==> config.mk <==
export PLATFORM = sky130hd
export DESIGN_NAME = dcache_port_arbiter
export DESIGN_NICKNAME = d
export VERILOG_FILES = /design/src/rtl/dcache_port_arbiter.sv
export SDC_FILE = /design/constraint.sdc
export NUM_CORES = 1
export LEC_CHECK = 0
export ABC_CLOCK_PERIOD_IN_PS = 2000
export CORE_AREA = 2 2 120 122
export DETAILED_ROUTE_END_ITERATION = 8
export DIE_AREA = 0 0 122 124
export GPL_ROUTABILITY_DRIVEN = 0
export HOLD_SLACK_MARGIN = 0.06
export PLACE_DENSITY = 0.73
export REMOVE_ABC_BUFFERS = 1
export SLEW_MARGIN = 20
export SYNTH_ARGS = -nofsm -noshare
export SYNTH_HDL_FRONTEND = slang
export SYNTH_SLANG_ARGS = --single-unit
==> constraint.sdc <==
create_clock -name clk -period 2 [get_ports clk]
set_clock_uncertainty 0.1 [all_clocks]
set_input_delay 0.4 -clock clk [delete_from_list [all_inputs] [get_ports clk]]
set_output_delay 0.4 -clock clk [all_outputs]
set_load 0.05 [all_outputs]
==> src/rtl/dcache_port_arbiter.sv <==
// dcache_port_arbiter
// Shares the single dcache port between the pipeline memory stage and one
// secondary requester (debug/DMA). While the secondary owns the port the
// pipeline is stalled, and the pipeline load data in flight at takeover is
// held and returned in RESTORE.
// Optional feature: define DCACHE_ARB_STARVE_EN to force a grant after
// STARVE_LIMIT consecutive busy-pipeline cycles; otherwise the secondary is
// granted only on idle pipeline cycles.
module dcache_port_arbiter #(
    parameter int unsigned STARVE_LIMIT = 8
) (
    input  logic        clk,
    input  logic        reset,
    input  logic [31:0] cpu_addr,
    input  logic [31:0] cpu_din,
    input  logic [3:0]  cpu_we,
    input  logic        cpu_re,
    output logic [31:0] cpu_dout,
    output logic        cpu_stall,
    input  logic        sec_req,
    input  logic [31:0] sec_addr,
    input  logic [31:0] sec_din,
    input  logic [3:0]  sec_we,
    output logic        sec_gnt,
    output logic        sec_rvalid,
    output logic [31:0] sec_dout,
    input  logic [31:0] dcache_dout,
    input  logic        dcache_stall,
    output logic [31:0] dcache_addr,
    output logic [31:0] dcache_din,
    output logic [3:0]  dcache_we,
    output logic        dcache_re
);

    typedef enum logic [1:0] {
        IDLE,
        SEC_ISSUE,
        SEC_RESP,
        RESTORE
    } state_t;

    state_t      state;
    state_t      state_next;
    logic [31:0] cpu_hold;
    logic        cpu_active;
    logic        starve_hit;
    logic        grant_now;

    if (STARVE_LIMIT < 1 || STARVE_LIMIT > 255) begin : g_bad_starve_limit
        $error("dcache_port_arbiter: STARVE_LIMIT must be in 1..255");
    end

    assign cpu_active = cpu_re || (cpu_we != '0);
    assign grant_now  = (state == IDLE) && sec_req && !dcache_stall &&
                        (!cpu_active || starve_hit);

`ifdef DCACHE_ARB_STARVE_EN
    localparam logic [7:0] STARVE_MAX = 8'(STARVE_LIMIT);

    logic [7:0] starve_cnt;

    // Count busy-pipeline cycles seen by a waiting secondary request, saturating.
    always_ff @(posedge clk) begin
        if (!reset) begin
            starve_cnt <= '0;
        end else if (!dcache_stall) begin
            if (!sec_req || grant_now) begin
                starve_cnt <= '0;
            end else if ((state == IDLE) && cpu_active && (starve_cnt != STARVE_MAX)) begin
                starve_cnt <= starve_cnt + 8'd1;
            end
        end
    end

    assign starve_hit = (starve_cnt == STARVE_MAX);
`else
    assign starve_hit = 1'b0;
`endif

    // State register; dcache_stall freezing is folded into state_next.
    always_ff @(posedge clk) begin
        if (!reset) begin
            state <= IDLE;
        end else begin
            state <= state_next;
        end
    end

    // Next-state logic and the cache-side / pipeline-side output muxes.
    always_comb begin
        state_next  = state;
        dcache_addr = cpu_addr;
        dcache_din  = cpu_din;
        dcache_we   = cpu_we;
        dcache_re   = cpu_re;
        cpu_dout    = dcache_dout;
        cpu_stall   = dcache_stall;
        sec_gnt     = 1'b0;

        unique case (state)
            IDLE: begin
                if (grant_now) begin
                    state_next = SEC_ISSUE;
                end
            end
            SEC_ISSUE: begin
                dcache_addr = sec_addr;
                dcache_din  = sec_din;
                dcache_we   = sec_we;
                dcache_re   = (sec_we == '0);
                cpu_stall   = 1'b1;
                // The grant pulses on the cycle the cache actually accepts the access.
                sec_gnt     = !dcache_stall;
                if (!dcache_stall) begin
                    state_next = (sec_we == '0) ? SEC_RESP : RESTORE;
                end
            end
            SEC_RESP: begin
                dcache_addr = sec_addr;
                dcache_din  = sec_din;
                dcache_we   = '0;
                dcache_re   = 1'b0;
                cpu_stall   = 1'b1;
                if (!dcache_stall) begin
                    state_next = RESTORE;
                end
            end
            RESTORE: begin
                cpu_dout = cpu_hold;
                if (!dcache_stall) begin
                    state_next = IDLE;
                end
            end
            default: state_next = IDLE;
        endcase

        if (!reset) begin
            dcache_we = '0;
            dcache_re = 1'b0;
        end
    end

    // Capture the in-flight pipeline load at takeover and the secondary read return.
    always_ff @(posedge clk) begin
        if (!reset) begin
            cpu_hold   <= '0;
            sec_dout   <= '0;
            sec_rvalid <= 1'b0;
        end else begin
            sec_rvalid <= (state == SEC_RESP) && !dcache_stall;
            if (!dcache_stall) begin
                if (state == SEC_ISSUE) begin
                    cpu_hold <= dcache_dout;
                end
                if (state == SEC_RESP) begin
                    sec_dout <= dcache_dout;
                end
            end
        end
    end

endmodule

==> flow_summary.ini <==
[power_and_ir_drop]
power_density_nw_per_um2 = 749
leakagePower_nw = 3.44
peakVddDrop_uv = 466

[cts]
htree_levels = 3
hold_buffers = 0
clkTransAtPathRegs_ns = 0.05
root_buffer = clkbuf_16
clockBufferDepth = 2
numCtsBuffers = 9
tritoncts = yes
cts_sinks = 67
clock_latency_ns = 0.33

[worst_setup_path]
critical_path_required_ns = 1.50
arrival_ns = 1.79
rr_worst_depth = 7
start_kind = register
end_kind = output pin
crit_type = register to output pin
cp_max_fo = 18

[grt]
overflow = 0
grt_max_degree = 50
grt_usage_pct = 22.9
grt_pass1_vias = 4514
antenna_found_initial = 6
grt_pass1_wl_um = 25700

[floorplan]
die_area_um2 = 15100
io_pins = 309
die_height_um = 124
core_area_um2 = 13700
die_x_um = 122
start_util_pct = 28.1
num_rows = 43

[run]
drv_cap = 0

[logic_synthesis]
synth_seq_cells = 67
yosys-top-cells-area = dfxtp_1 (35%), mux2_2 (28%), nand2_1 (13%)
syn_area_um2 = 3850
yosysSeqAreaShare_pct = 34.8
yosys_warnings = 0
yosysTopAreaCellShare_pct = 34.8
synth_area_leader_cell = dfxtp_1
postSynthCellCount = 430
avgSynthCellArea_um2 = 8.96
ys_types = 26

[place]
hpwl_um = 13600
placed_cell_area_um2 = 7040
dp.cells = 907
portBuffers = 308

[cells_and_area]
drive_above_1_share_pct = 37.0
syn2layout_area_growth_pct = 114
final-instance-count-excl-fill = 937
stdcell_area_um2 = 8230
finalNetCount = 925

[status]
status = finished with violations
violations = setup timing

[timing]
tightestPinTransition_ns = 0.542
slew_viol_final = 0
period_minus_slack_ns = 2.29
fin_crit_sh_pct = 114
finalSetupViolCount = 102
setup_ws_ns = -0.288
finalHoldViolCount = 0
rsz0062_at_grt = true
slew_headroom_pct = 64.0
fmax_mhz = 437

[route]
drc = 0
vias = 4347
viasPerCell = 4.64
drtPass1Iterations = 4
avgRoutedWirePerCell_um = 19.1
ant_nets = 0
drtIter0Drc = 184
routed_wl_um = 17900

[worst_hold_path]
min_path_type = register to register
holdPathStages = 2
[power breakdown]
part	leakage (nW)	switching, W	internal (W)
Sequential	0.541	0.0000233	0.00138
Clock	0.148	0.000558	0.00107
Combinational	2.75	0.00170	0.00143
Total	3.44	0.00228	0.00388
[what timing repair did]
action,in CTS,in global routing
buffers inserted,6,0
pin swaps,3,8
cloned,5,0
endpoints found under the setup margin,104,115
resized for setup,143,53
[cell families (layout without fill, tap and decap cells)]
family | after synthesis | after routing | share of synthesized area, %
and+or+nand+nor | 149 | 149 | 15.8
DFF | 67 | 67 | 34.8
AOI/OAI and AO/OA | 74 | 74 | 14.5
buffers and inverters | 38 | 360 | 4.90
muxes | 97 | 97 | 28.3
other | 0 | 5 | 0
adders and majority gates | 5 | 5 | 1.62
[synthesized netlist by cell type (all sizes together)]
library cell / n
nand3: 5
o31a: 1
buf: 26
dfxtp: 67
and2: 2
a21o: 1
a21boi: 69
ha: 5
or4: 1
o2bb2ai: 1
mux2: 96
o22ai: 1
clkbuf: 8
mux2i: 1
nor4b: 1
nand2b: 6
nor3: 1
inv: 4
nand2: 130
nor2b: 2
o21ai: 1
or2: 1
[state kept, by name (all words and copies together) (netlist names)]
signal / flops
cpu_hold: 32
sec_dout: 32
sec_rvalid: 1
state: 2
[final cells by class]
class                      instances  area, um^2
antenna                            5        12.5
clock buffer                      13         270
clock inverter                     3        45.0
fill                            1136        5490
inverter                           4        17.5
multi-input combinational        325        2600
sequential                        67        1340
tap                              180         225
timing repair buffer             340        3710
[worst max-delay path: stages, from the launching register on]
cell and delay [ns]:
dfxtp_2 0.33, inv_2 0.05, ha_4 0.33, buf_12 0.20
mux2_2 0.37, buf_6 0.17
[placed cells by master (no fill, tap or decap), drive strengths merged]
cell type,n
o31a,1
or4,1
mux2,96
nor4b,1
clkdlybuf4s50,180
dlymetal6s2s,14
nand3,5
nand2,130
clkinvlp,2
dfxtp,67
nor3,1
nor2b,2
a21boi,69
a21o,1
and2,2
or2,1
ha,5
o2bb2ai,1
bufinv,1
mux2i,1
buf,145
o22ai,1
dlygate4sd2,1
nand2b,6
inv,4
clkbuf,13
o21ai,1
diode,5
[worst paths after layout]
kind / from / to / slack (ns)
worst max-delay path: state[0]$_SDFFE_PN0P_ / dcache_addr[2] / -0.29
worst min-delay path: cpu_hold[17]$_SDFFE_PN0P_ / cpu_hold[17]$_SDFFE_PN0P_ / 0.35
worst max register to register: state[0]$_SDFFE_PN0P_ / state[0]$_SDFFE_PN0P_ / 0.14
worst min register to register: cpu_hold[17]$_SDFFE_PN0P_ / cpu_hold[17]$_SDFFE_PN0P_ / 0.35
[layer usage]
metal / routed length, um / global-route usage (%)
met5: 13 / 0
met2: 8850 / 39.2
met4: 551 / 9.20
met1: 6840 / 25.2
met3: 1670 / 9.29
[per-stage QoR]
stage,TNS [ns],power [W],hold slack (ns),util [%],worst slack [ns]
finish,-23.60,0.00616,0.349,60.0,-0.288
global route,-30.29,0.00639,0.368,60.0,-0.371
CTS,-27.47,0.00615,0.353,59.0,-0.340
detailed placement,-0.560,0.00413,0.343,51.3,-0.320
global placement,-0.505,0.00411,0.337,51.3,-0.313
floorplan,-108.06,0.00304,0.332,-,-1.96
Power figures use the tool's default switching activity.
